===== config.mk =====
export PLATFORM = sky130hd
export DESIGN_NAME = vga_timing_gen
export DESIGN_NICKNAME = d
export VERILOG_FILES = /design/src/rtl/vga_timing_gen.sv
export SDC_FILE = /design/constraint.sdc
export NUM_CORES = 1
export LEC_CHECK = 0
export ABC_AREA = 1
export CAP_MARGIN = 20
export CORE_MARGIN = 5
export CORE_UTILIZATION = 25
export CTS_CLUSTER_SIZE = 10
export DETAILED_ROUTE_END_ITERATION = 6
export PLACE_DENSITY = 0.54
export SLEW_MARGIN = 0
export SYNTH_ARGS = -nofsm -noshare
export SYNTH_HDL_FRONTEND = slang
export SYNTH_SLANG_ARGS = --single-unit
export TNS_END_PERCENT = 20

===== constraint.sdc =====
create_clock -name vga_clk -period 1.8 [get_ports vga_clk]
set_input_delay 0.45 -clock vga_clk [delete_from_list [all_inputs] [get_ports vga_clk]]
set_output_delay 0.45 -clock vga_clk [all_outputs]
set_load 0.005 [all_outputs]

===== src/rtl/vga_timing_gen.sv =====
// -----------------------------------------------------------------------------
// vga_timing_gen
//
// Purpose:
//   Free-running 640x480@60 Hz raster timing generator. It produces the pixel
//   coordinates, the active-video flag, and the horizontal/vertical sync pulses
//   for the downstream background and sprite renderers. It also produces a
//   one-cycle per-frame strobe for game logic.
//
// Ports:
//   vga_clk     in   1  pixel clock (25 MHz)
//   reset_n     in   1  asynchronous active-low reset
//   DrawX       out 10  current horizontal count, 0..H_TOTAL-1
//   DrawY       out 10  current vertical count, 0..V_TOTAL-1
//   hs          out  1  horizontal sync, active low
//   vs          out  1  vertical sync, active low
//   blank       out  1  1 = active video, 0 = blanking
//   frame_tick  out  1  one-cycle pulse on the last clock of each frame
//
// Build option:
//   VGA_SYNC_DELAY_EN - when defined, hs/vs/blank are delayed by SYNC_DELAY
//   extra register stages so that they line up with the renderers'
//   ROM + palette + output-register latency. DrawX, DrawY and frame_tick are
//   never delayed. When the macro is undefined there are no extra stages.
// -----------------------------------------------------------------------------
module vga_timing_gen #(
   parameter int H_VISIBLE  = 640,
   parameter int H_FRONT    = 16,
   parameter int H_SYNC     = 96,
   parameter int H_BACK     = 48,
   parameter int V_VISIBLE  = 480,
   parameter int V_FRONT    = 10,
   parameter int V_SYNC     = 2,
   parameter int V_BACK     = 33,
   parameter int SYNC_DELAY = 2
) (
   input  logic       vga_clk,
   input  logic       reset_n,
   output logic [9:0] DrawX,
   output logic [9:0] DrawY,
   output logic       hs,
   output logic       vs,
   output logic       blank,
   output logic       frame_tick
);

   localparam int H_TOTAL  = H_VISIBLE + H_FRONT + H_SYNC + H_BACK;
   localparam int V_TOTAL  = V_VISIBLE + V_FRONT + V_SYNC + V_BACK;
   localparam int HS_START = H_VISIBLE + H_FRONT;
   localparam int HS_END   = H_VISIBLE + H_FRONT + H_SYNC;
   localparam int VS_START = V_VISIBLE + V_FRONT;
   localparam int VS_END   = V_VISIBLE + V_FRONT + V_SYNC;

   localparam logic [9:0] H_LAST = 10'(H_TOTAL - 1);
   localparam logic [9:0] V_LAST = 10'(V_TOTAL - 1);

   // The counters are 10 bits wide, so the raster must fit in 1024x1024.
   generate
      if (H_TOTAL > 1024) begin : g_bad_h_total
         $error("vga_timing_gen: H_TOTAL exceeds 1024");
      end
      if (V_TOTAL > 1024) begin : g_bad_v_total
         $error("vga_timing_gen: V_TOTAL exceeds 1024");
      end
      if (SYNC_DELAY < 1 || SYNC_DELAY > 4) begin : g_bad_sync_delay
         $error("vga_timing_gen: SYNC_DELAY must be in 1..4");
      end
   endgenerate

   // Counter state (presented directly as DrawX/DrawY)
   logic [9:0] r_hc;
   logic [9:0] r_vc;

   // Registered decodes
   logic       r_hs;
   logic       r_vs;
   logic       r_blank;
   logic       r_frame_tick;

   // Next-state counter values and their decodes
   logic       w_h_wrap;
   logic [9:0] w_hc_next;
   logic [9:0] w_vc_next;
   logic       w_hs_next;
   logic       w_vs_next;
   logic       w_blank_next;
   logic       w_frame_tick_next;

   always_comb begin
      w_h_wrap  = (r_hc == H_LAST);
      w_hc_next = w_h_wrap ? 10'd0 : r_hc + 10'd1;
      w_vc_next = r_vc;
      if (w_h_wrap) begin
         w_vc_next = (r_vc == V_LAST) ? 10'd0 : r_vc + 10'd1;
      end

      // Decoding the *next* counter values lets the registered flags describe
      // the same coordinate that DrawX/DrawY present on the same cycle.
      w_hs_next         = !((int'(w_hc_next) >= HS_START) && (int'(w_hc_next) < HS_END));
      w_vs_next         = !((int'(w_vc_next) >= VS_START) && (int'(w_vc_next) < VS_END));
      w_blank_next      = (int'(w_hc_next) < H_VISIBLE) && (int'(w_vc_next) < V_VISIBLE);
      w_frame_tick_next = (w_hc_next == H_LAST) && (w_vc_next == V_LAST);
   end

   always_ff @(posedge vga_clk or negedge reset_n) begin
      if (!reset_n) begin
         r_hc         <= 10'd0;
         r_vc         <= 10'd0;
         r_hs         <= 1'b1;
         r_vs         <= 1'b1;
         // Held low in reset even though (0,0) is a visible coordinate.
         r_blank      <= 1'b0;
         r_frame_tick <= 1'b0;
      end else begin
         r_hc         <= w_hc_next;
         r_vc         <= w_vc_next;
         r_hs         <= w_hs_next;
         r_vs         <= w_vs_next;
         r_blank      <= w_blank_next;
         r_frame_tick <= w_frame_tick_next;
      end
   end

   assign DrawX      = r_hc;
   assign DrawY      = r_vc;
   assign frame_tick = r_frame_tick;

`ifdef VGA_SYNC_DELAY_EN
   // Each stage holds one delayed copy of hs/vs/blank. Stage 0 is fed from
   // the decode registers, and the last stage drives the outputs.
   genvar gi;
   generate
      for (gi = 0; gi < SYNC_DELAY; gi++) begin : g_dly
         logic r_hs_s;
         logic r_vs_s;
         logic r_blank_s;
         logic w_hs_in;
         logic w_vs_in;
         logic w_blank_in;

         if (gi == 0) begin : g_first
            assign w_hs_in    = r_hs;
            assign w_vs_in    = r_vs;
            assign w_blank_in = r_blank;
         end else begin : g_rest
            assign w_hs_in    = g_dly[gi-1].r_hs_s;
            assign w_vs_in    = g_dly[gi-1].r_vs_s;
            assign w_blank_in = g_dly[gi-1].r_blank_s;
         end

         always_ff @(posedge vga_clk or negedge reset_n) begin
            if (!reset_n) begin
               r_hs_s    <= 1'b1;
               r_vs_s    <= 1'b1;
               r_blank_s <= 1'b0;
            end else begin
               r_hs_s    <= w_hs_in;
               r_vs_s    <= w_vs_in;
               r_blank_s <= w_blank_in;
            end
         end
      end
   endgenerate

   assign hs    = g_dly[SYNC_DELAY-1].r_hs_s;
   assign vs    = g_dly[SYNC_DELAY-1].r_vs_s;
   assign blank = g_dly[SYNC_DELAY-1].r_blank_s;
`else
   assign hs    = r_hs;
   assign vs    = r_vs;
   assign blank = r_blank;
`endif

endmodule


==> results of run 1 <==
-- registers in the layout, summed over array words and instances, names as in the netlist --
register / count
DrawY: 10
blank: 1
frame_tick: 1
DrawX: 10
hs: 1
vs: 1
-- where the power goes --
part           leakage [nW]  internal, mW  total [mW]  switching (mW)
registers             0.304         0.539       0.539               0
clock network        0.0288         0.195       0.375           0.179
logic                 0.637       0.00332      0.0135          0.0101
-- synthesized netlist by cell type (all sizes together) --
| library cell | n |
|---|---|
| nor2 | 26 |
| nor3 | 3 |
| xor2 | 1 |
| inv | 37 |
| nand2 | 59 |
| dfrtp | 22 |
| or2 | 1 |
| ha | 4 |
| o21bai | 3 |
| o211ai | 1 |
| dfstp | 2 |
| a21oi | 3 |
| nand3 | 23 |
| o21ai | 7 |
| nand4 | 8 |
| buf | 3 |
-- path summary, 6_finish.rpt --
path | start | to | slack (ns) | cells past startpoint
min reg2reg | DrawX[2]$_DFF_PN0_ | DrawX[2]$_DFF_PN0_ | 0.62 | 3
max in group asynchronous | reset_n | hs$_DFF_PN1_ | 0.99 | 2
max reg2reg | DrawY[0]$_DFF_PN0_ | vs$_DFF_PN1_ | 0.01 | 11
max | DrawY[0]$_DFF_PN0_ | vs$_DFF_PN1_ | 0.01 | 11
min in group vga_clk | DrawX[2]$_DFF_PN0_ | DrawX[2]$_DFF_PN0_ | 0.62 | 3
min | reset_n | frame_tick$_DFF_PN0_ | 0.53 | 2
-- final cells by class --
cell class | count | area share, %
timing repair buffer | 47 | 20.5
multi-input combinational | 139 | 36.4
sequential | 24 | 29.2
inverter | 37 | 6.68
clock buffer | 4 | 2.65
tap | 75 | 4.52
-- stage by stage --
step	TNS [ns]	total power, mW	util (%)
floorplan	0	0.550	-
global placement	-0.0558	0.564	32.6
detailed placement	-0.0153	0.564	32.6
CTS	-0.0183	0.948	33.7
global route	-0.453	0.967	35.7
finish	0	0.927	35.7
-- what timing repair did --
item,in CTS,in global routing
buffers inserted,0,9
hold buffers,0,0
endpoints found under the setup margin,4,5
gates resized for setup,4,17
pin swaps,0,14
-- logic make-up (layout without fill, tap and decap cells) --
group / after synthesis / in the layout
and+or+nand+nor: 120 / 120
xor gates and xnor gates: 1 / 1
adders and majority gates: 4 / 4
AOI/OAI and AO/OA: 14 / 14
DFF: 24 / 24
buffers and inverters: 40 / 88
-- per-layer routing --
metal	part of all wire, %	routed length (um)	global-route usage, %	vias to the layer above
li1	-	-	-	731
met1	47	1850	13.5	672
met2	47	1830	18.6	33
met3	5.2	206	2.93	6
met4	1.0	40	1.98	0
met5	0	0	0	-
==> impl_metrics.toml, run 1 <==
[yosys]
yosys-top-cells-area = "dfrtp_1, nand2_1, inv_1"
synth_top_family_by_area = "simple AND/OR/NAND/NOR gates"
syn_area_per_cell_um2 = 7.27
synthDominantCellAreaShare_pct = 37.3
yosysTopAreaCell = "dfrtp_1"
synthCells = 203
ys_seq_elements = 24
synth_compound_area_share_pct = 6.19
synth_cell_types = 25
synth_xor_area_share_pct = 0.593
muxShareOfSynthArea_pct = 0
yosysSeqAreaShare_pct = 40.8
syn_nets = 209
synth.cell_area_um2 = 1480
synth-warning-count = 0
synthSimpleGateAreaFrac_pct = 38.1
synthAdderAreaFrac_pct = 3.39

[route]
antenna_left = 0
viasPerCell = 4.42
dr.pass1.iters = 4
vias = 1442
drt_first_iter_violations = 57
drc = 0
drt_wl_total_um = 3930
wl_per_cell_um = 12.1

[cts]
numCtsBuffers = 3
clk_latency_ns = 0.27
clk_pin_slew_worst_paths_ns = 0.09
clockRootBuffer = "clkbuf_8"
cts.sinks = 24
cts.path.max_buffers = 2
cts_tree = "yes"
ctsHtreeMaxLevel = 1

[power_and_ir_drop]
power.density_nw_per_um2 = 446
vdd_drop_max_mv = 0.317
p_leak_nw = 0.970

[final_layout]
drive_gt1_share_pct = 23.9
nets = 258
antenna_cells = 0
stdcell_area_um2 = 2080
seqCellArea_um2 = 607
layout_common_cells = "nand2_1, inv_1, clkdlybuf4s50_1"
final_common_cell = "nand2_1"
fin_cells = 326
layout-area-overhead-vs-synth_pct = 40.8
multi_input_area_um2 = 757
fill_cells = 645

[placed_design]
portBuffers = 25
gp_congestion = 0.845
preCtsSetupSlack_ns = -0.0153
dp.cells = 313
dp_hpwl_um = 3000
placed_cell_area_um2 = 1900

[floorplan]
core_area_um2 = 5820
start_util_pct = 25.4
die_height_um = 86.9
die_x_um = 86.9
die-area_um2 = 7540
io_pins = 26
rows = 28

[setup_path]
crit_path_frequent_cell = "nand2_1"
max_stage_delay_ns = 0.45
start_kind = "register"
critPathArrivalTime_ns = 1.98
crit_family = "simple AND/OR/NAND/NOR gates"
worstPathCellList = "inv_2 > ha_4 > inv_2 > nor2_1 > nand4_1 > nand2_1 > nand2_1 > nand2_2 > nand2_1 > nor3_2 > nand3_1"
setup.worst_path.end_class = "register"
crit_fanout = 6
critical_path_buf_inv_count = 2
worstSetupPathType = "reg2reg"
required_ns = 2.00
slowest_stage = "dfrtp_1"

[sta]
maxSlewViolCount = 0
fin_ws_ns = 0.0150
fin_crit_sh_pct = 99.2
hold_slack_ns = 0.526
max_freq_ghz = 0.560
rsz0062_at_grt = "true"
hold_viol_final = 0
fin_skew_ns = 0.00438
period_needed_ns = 1.79
worst_pin_slew_ns = 0.302
slew_headroom_pct = 79.9
setup_viol = 0

[grt]
grt_overflow = 0
antenna_found_initial = 0
grt_max_degree = 25
grt_pass1_wl_um = 6580
grt_pass1_vias = 1494
grt_usage_pct = 10.8

[outcome]
status = "complete, no violations"

[hold_path]
worstHoldPathType = "in2async"

[job]
maxCapViolations = 0
Power figures use the tool's default switching activity.
==> run 2, diff against run 1 <==
Settings changed: CORE_MARGIN 5 to 2, CORE_UTILIZATION 25 to 52, CTS_CLUSTER_DIAMETER set to 40, PLACE_DENSITY 0.54 to 0.89.
==> run 2 against run 1 <==
The flow now finishes with violations (negative setup slack). Clock skew shrank 0.0028 ns. Die area shrank 56%. Global-route usage grew 12 points. Largest cell class unchanged. Register-to-register slack is essentially flat. Hold slack lost 0.053 ns.
==> impl_metrics.toml, run 2 (synthesis results as in run 1) <==
[sta]
setup_viol = 5
max_freq_ghz = 0.548
fin_ws_ns = -0.0255
hold_viol_final = 0
fin_crit_sh_pct = 101
maxSlewViolCount = 0
rsz0062_at_grt = "true"
slew_headroom_pct = 79.7
worst_pin_slew_ns = 0.304
fin_skew_ns = 0.00159
period_needed_ns = 1.83
hold_slack_ns = 0.473

[floorplan]
die_height_um = 57.3
die-area_um2 = 3280
rows = 19
io_pins = 26
core_area_um2 = 2730
die_x_um = 57.3
start_util_pct = 54.0

[route]
dr.pass1.iters = 4
drt_first_iter_violations = 74
wl_per_cell_um = 13.0
drc = 0
antenna_left = 0
viasPerCell = 5.20
drt_wl_total_um = 3650
vias = 1467

[setup_path]
critPathArrivalTime_ns = 1.38
critical_path_buf_inv_count = 2
max_stage_delay_ns = 0.49
worstPathCellList = "buf_4 > clkdlybuf4s50_1"
setup.worst_path.end_class = "primary output"
crit_fanout = 5
start_kind = "register"
crit_family = "buffers and inverters"
required_ns = 1.35
worstSetupPathType = "reg2out"
slowest_stage = "clkdlybuf4s50_1"

[placed_design]
preCtsSetupSlack_ns = 0.00276
portBuffers = 25
gp_congestion = 0.847
dp.cells = 264
dp_hpwl_um = 2420

[cts]
ctsHtreeMaxLevel = 1
numCtsBuffers = 3
clk_pin_slew_worst_paths_ns = 0.12
cts-hold-fix-buffers = 0
clockRootBuffer = "clkbuf_4"
cts.sinks = 24
cts_tree = "yes"
cts.path.max_buffers = 2
clk_latency_ns = 0.31

[final_layout]
multi_input_area_um2 = 793
final_common_cell = "nand2_1"
layout_common_cells = "nand2_1, inv_1, nand3_1"
drive_gt1_share_pct = 26.3
fin_cells = 282
layout-area-overhead-vs-synth_pct = 38.1
antenna_cells = 0
seqCellArea_um2 = 611
nets = 258
fill_cells = 195

[grt]
grt_pass1_vias = 1315
grt_pass1_wl_um = 5820
grt_overflow = 0
grt_max_degree = 25
antenna_found_initial = 0
grt_usage_pct = 22.5

[power_and_ir_drop]
vdd_drop_max_mv = 0.524
power.density_nw_per_um2 = 409
p_leak_nw = 0.992

[outcome]
status = "finished, violations left"
violations = "negative setup slack"

[job]
maxCapViolations = 0

[hold_path]
worstHoldPathType = "in2async"
==> run 2: layout make-up <==
class | instances | area share, %
timing repair buffer | 46 | 20.6
sequential | 24 | 30.0
tap | 31 | 1.90
inverter | 37 | 6.81
clock buffer | 4 | 1.78
multi-input combinational | 140 | 38.9
==> run 2: worst paths after layout <==
check                                   start              endpoint  slack, ns  depth (start not counted)
min in group vga_clk       DrawX[5]$_DFF_PN0_    DrawX[5]$_DFF_PN0_       0.65                          3
max in group asynchronous             reset_n          vs$_DFF_PN1_       1.04                          2
setup reg to reg           DrawX[0]$_DFF_PN0_  frame_tick$_DFF_PN0_          0                         12
hold / removal                        reset_n    DrawX[9]$_DFF_PN0_       0.47                          2
setup / recovery           DrawX[0]$_DFF_PN0_              DrawX[0]      -0.03                          2
hold reg to reg            DrawX[5]$_DFF_PN0_    DrawX[5]$_DFF_PN0_       0.65                          3
==> run 2: timing repair <==
action / CTS / global route
hold endpoints to repair: 0 / 0
endpoints found under the setup margin: 5 / 15
buffers inserted: 0 / 13
gates resized for setup: 5 / 26
gates cloned: 0 / 1
pin swaps: 0 / 18
==> run 2: worst reg2reg max path, delay by kind of cell, from the launching register on <==
family,cells,cell delay [ns]
buffers and inverters,1,0.17
DFF,1,0.41
adders and majority gates,1,0.17
and+or+nand+nor,10,0.99
==> run 2: routing by layer <==
metal,vias to the layer above,GRT usage [%],wire length (um)
met4,0,7.97,75
met5,-,0,0
met2,45,36.3,1860
met3,10,2.27,183
met1,675,31.7,1540
li1,737,-,-
==> run 2: per-stage QoR <==
step                      TNS [ns]  cell area [um2]  total power [mW]  utilization, %
after floorplan                  0             1480             0.550               -
after global placement           0             1800             0.563            66.0
after detailed placement         0             1800             0.564            66.0
after CTS                  -0.0370             1850             0.838            67.6
after global routing        -0.557             2040             0.865            74.6
final                      -0.0669             2040             0.833            74.6
==> run 2: power breakdown <==
group / total (mW) / internal (mW) / leakage [nW] / switching, mW
logic: 0.0135 / 0.00332 / 0.673 / 0.0102
registers: 0.539 / 0.539 / 0.299 / 0
clock network: 0.280 / 0.124 / 0.0210 / 0.157
==> run 3, diff against run 2 <==
Settings changed: CORE_ASPECT_RATIO set to 1.1, SKIP_LAST_GASP set to 1.
==> run 3 against run 2 <==
Final cell count fell by 0.35%. Via count increased by 3.5%. Largest cell class unchanged. Combinational power about the same. Clock-buffer cell count unchanged. Register-to-register slack got worse by 0.04 ns. Critical path type unchanged. Clock skew hardly changed. The flow still finishes with violations (negative setup slack). Wire length is 0.30% lower. Global-route usage increased by 0.33 points. Critical path depth is 1 lower. Power rose by 0.18%.
==> impl_metrics.toml, run 3 (synthesis results as in run 1) <==
[sta]
setup_viol = 6
rsz0062_at_grt = "true"
worst_pin_slew_ns = 0.301
slew_headroom_pct = 79.9
setup_tns_ns = -0.170
period_needed_ns = 1.86
max_freq_ghz = 0.538
hold_viol_final = 0
fin_ws_ns = -0.0580
fin_crit_sh_pct = 103
maxSlewViolCount = 0
fin_skew_ns = 0.00197

[floorplan]
die_x_um = 54.8
start_util_pct = 54.1
core_area_um2 = 2730
rows = 20
die_height_um = 59.9
io_pins = 26
die-area_um2 = 3280

[outcome]
violations = "negative setup slack"
status = "finished, violations left"

[cts]
cts-hold-fix-buffers = 0
clk_pin_slew_worst_paths_ns = 0.12
clockRootBuffer = "clkbuf_4"
numCtsBuffers = 3
cts_tree = "yes"
ctsHtreeMaxLevel = 1
clk_latency_ns = 0.32
cts.sinks = 24
cts.path.max_buffers = 2

[final_layout]
layout-area-overhead-vs-synth_pct = 32.4
fin_cells = 281
final_util_pct = 71.7
nets = 255
fill_cells = 210
multi_input_area_um2 = 743
antenna_cells = 0
layout_common_cells = "nand2_1, inv_1, clkdlybuf4s50_1"
final_common_cell = "nand2_1"
seqCellArea_um2 = 607
drive_gt1_share_pct = 21.0

[setup_path]
critical_path_buf_inv_count = 1
worstSetupPathType = "reg2out"
max_stage_delay_ns = 0.56
worstPathCellList = "clkdlybuf4s50_1"
crit_family = "buffers and inverters"
critPathArrivalTime_ns = 1.41
setup.worst_path.end_class = "primary output"
required_ns = 1.35
crit_fanout = 9
slowest_stage = "clkdlybuf4s50_1"
start_kind = "register"

[grt]
grt_max_degree = 25
grt_overflow = 0
grt_pass1_wl_um = 5380
grt_usage_pct = 22.8
antenna_found_initial = 0
grt_pass1_vias = 1262

[placed_design]
dp_hpwl_um = 2630
dp.cells = 268
gp_congestion = 0.977
portBuffers = 25

[route]
drt_first_iter_violations = 88
antenna_left = 0
dr.pass1.iters = 4
viasPerCell = 5.41
drt_wl_total_um = 3640
wl_per_cell_um = 13.0
drc = 0
vias = 1519

[hold_path]
worstHoldPathType = "in2async"

[job]
maxCapViolations = 0

[power_and_ir_drop]
power.density_nw_per_um2 = 427
vdd_drop_max_mv = 0.462
p_leak_nw = 0.923
==> run 3: cell types whose count changed in the layout (fill, tap and decap cells not counted), moves of 2 or more <==
cell             previous run  this run
clkdlybuf4s50_1            20        24
dfrtp_1                    16        19
dfrtp_2                     6         3
dlymetal6s2s_1              4         1
nor2_1                     18        21
buf_4                      20        18
ha_4                        2         0
inv_1                      34        36
inv_2                       3         1
nor2_2                      5         3
==> run 3: per-layer routing <==
layer | track usage, % | part of all wire [%] | vias to the layer above
met1 | 28.8 | 42 | 713
met4 | 10.0 | 2.5 | 0
met3 | 2.75 | 5.4 | 11
met2 | 38.3 | 50 | 63
met5 | 0 | 0 | -
li1 | - | - | 732
==> run 3: per-stage QoR <==
step                instance area (um2)  hold slack, ns  setup WS, ns  total power, mW
floorplan                          1480           0.154         0.111            0.550
global placement                   1820           0.617        0.0213            0.563
detailed placement                 1820           0.611       0.00730            0.564
CTS                                1860           0.484       -0.0522            0.842
global route                       1950           0.492        -0.187            0.869
finish                             1950           0.474       -0.0580            0.835
==> run 3: power breakdown <==
group	leakage [nW]	switching, mW	internal (mW)	total [mW]
Clock	0.0210	0.158	0.124	0.282
Sequential	0.304	0	0.539	0.539
Combinational	0.598	0.0102	0.00333	0.0135
Total	0.923	0.168	0.666	0.835
==> run 3: area by class of cell <==
cell class              count  area share [%]
clock buffers               4            1.86
inverters                  37            7.11
multi-input cells         140            38.0
flip-flops and latches     24            31.1
well taps                  33            2.11
repair buffers             43            19.8
==> run 3: worst paths after layout <==
path	slack [ns]	to	startpoint	cells after the start
max in group asynchronous	1.04	hs$_DFF_PN1_	reset_n	2
max	-0.06	DrawY[6]	DrawY[6]$_DFF_PN0_	1
min reg2reg	0.64	DrawY[1]$_DFF_PN0_	DrawY[1]$_DFF_PN0_	2
min in group vga_clk	0.64	DrawY[1]$_DFF_PN0_	DrawY[1]$_DFF_PN0_	2
max reg2reg	-0.04	frame_tick$_DFF_PN0_	DrawY[0]$_DFF_PN0_	12
min	0.47	DrawY[6]$_DFF_PN0_	reset_n	2
==> run 3: repair_timing <==
action | 4_1_cts | 5_1_grt
setup endpoints to repair | 7 | 16
gates cloned | 0 | 1
setup buffers | 0 | 8
gates resized for setup | 3 | 8
pin swaps | 0 | 11
==> edit (config.mk and constraints of run 1) <==
Add a define of `VGA_SYNC_DELAY_EN`.
--- a/src/rtl/vga_timing_gen.sv
+++ b/src/rtl/vga_timing_gen.sv
@@ -23,6 +23,8 @@
 //   ROM + palette + output-register latency. DrawX, DrawY and frame_tick are
 //   never delayed. When the macro is undefined there are no extra stages.
 // -----------------------------------------------------------------------------
+`define VGA_SYNC_DELAY_EN
+
 module vga_timing_gen #(
    parameter int H_VISIBLE  = 640,
    parameter int H_FRONT    = 16,
Function: changed (a bounded check fails within 4 cycles, from zero or initial values and one cycle with reset_n low).
==> edit against run 1 <==
  * Clock power up 36%
  * Utilization up 0.17 points
  * Cell area up 9.7%
  * Clock skew up 0.0011 ns
  * Global-route usage down 0.48 points
  * Sequential cell count up 6
  * Non-clock buffer count down 1
  * Area after synthesis up 11%
  * Setup slack worse by 0.0088 ns
  * Cell count up 3.4%
  * Total power up 30%
  * Sequential share of layout area up 4.3 points
  * Critical path depth down 1
  * Wire length up 5.4%
  * Critical path type unchanged
  * Highest routed layer unchanged
==> edit: results (changes against run 1) <==
status: "finished clean"
dpl_cell_area_sq_mm: 0.002062  # +8.7%
finClkSkew_ns: 0.005527  # +0.001148 ns
sh_seq_area_pct: 33.48  # +4.3 points
slowest_delay_ns: 0.36  # -0.09 ns
vias: 1456  # +0.97%
rr_worst_depth: 10  # -1
ir_worst_vdd_uv: 287.5  # -9.4%
wire_per_inst_um: 12.30  # +2.0%
power_mw: 1.203  # +30%
power_switching_mw: 0.2654  # +40%
endpoint: "g_dly[0].w_vs_in"
drive_gt1_share_pct: 25.77  # +1.9 points
n_fill_cell: 646  # +0.16%
synth_area_leaders: "dfrtp_1, nand2_1, dfstp_2, inv_1, nand3_1"
synthTopCellsByCount: "nand2_1, inv_1, dfrtp_1, nand3_1, nor2_1"
ys_types: 25  # unchanged
critPathMaxFanout: 8  # +2
nMultiInputCombCells: 140  # +0.72%
grt_pass1_wl_um: 6893  # +4.7%
buf_share_pct: 18.66  # -1.9 points
gr-usage-all-layers_pct: 10.31  # -0.48 points
hold_class: "reg2reg"
mappedNetlistNets: 215  # +2.9%
stdcell_count: 337  # +3.4%
finalHoldWorstSlack_ns: 0.3471  # -0.1793 ns
p_leak_nw: 1.065  # +9.9%
num-nets-final: 266  # +3.1%
dp.final_hpwl_um: 3039  # +1.4%
arrival_ns: 2.00  # +0.02 ns
fmax_mhz: 557.5  # -0.49%
grt_pass1_vias: 1392  # -6.8%
grt_max_degree: 31  # +24%
drt_iter0_markers: 91  # +60%
clk_share_pct: 3.458  # +0.81 points
cts_buffers: 5  # +2
avgSynthCellArea_sq_um: 7.807  # +7.3%
post-place-ws_ns: -0.04805  # -0.03278 ns
timing.slew.headroom_pct: 74.19  # -5.7 points
seqCellArea_sq_um: 763.2  # +26%
r2r-start: "DrawX[0]"
clk_pin_slew_ns: 0.07  # -0.02 ns
cts.htree.levels: 2  # +1
cts_resized: 5  # +1
clkPwrFrac_pct: 42.5  # +2.1 points
die_area_sq_mm: 0.008242  # +9.3%
ys_seq_area_share_pct: 46.47  # +5.6 points
place_inst: 322  # +2.9%
design.seq.count: 30  # +25%
n_all_buffers: 46  # -2.1%
clk_latency_ns: 0.28
==> edit: cell count changes in the layout (fill, tap and decap cells not counted), moves of 2 or more <==
cell	before	now
clkinv_2	0	2
nor2_1	21	19
dfstp_2	2	6
nand2_2	11	9
buf_6	1	3
buf_4	21	18
inv_2	3	1
inv_1	34	36
==> edit: cell families after synthesis <==
kind of cell	after synthesis	synth area share (%)
adders and majority gates	4	3.068
buffers and inverters	40	9.816
xor gates and xnor gates	1	0.5369
DFF	30	46.47
and+or+nand+nor	120	34.51
AOI/OAI and AO/OA	14	5.598
==> edit: layer usage <==
layer / part of all wire [%] / vias up / track usage (%) / wire, um
met2: 48 / 20 / 15.98 / 1992
met4: 1.5 / 0 / 3.301 / 63
met5: 0 / - / 0 / 0
met3: 4.1 / 8 / 3.583 / 171
li1: - / 753 / - / -
met1: 46 / 675 / 13.41 / 1917
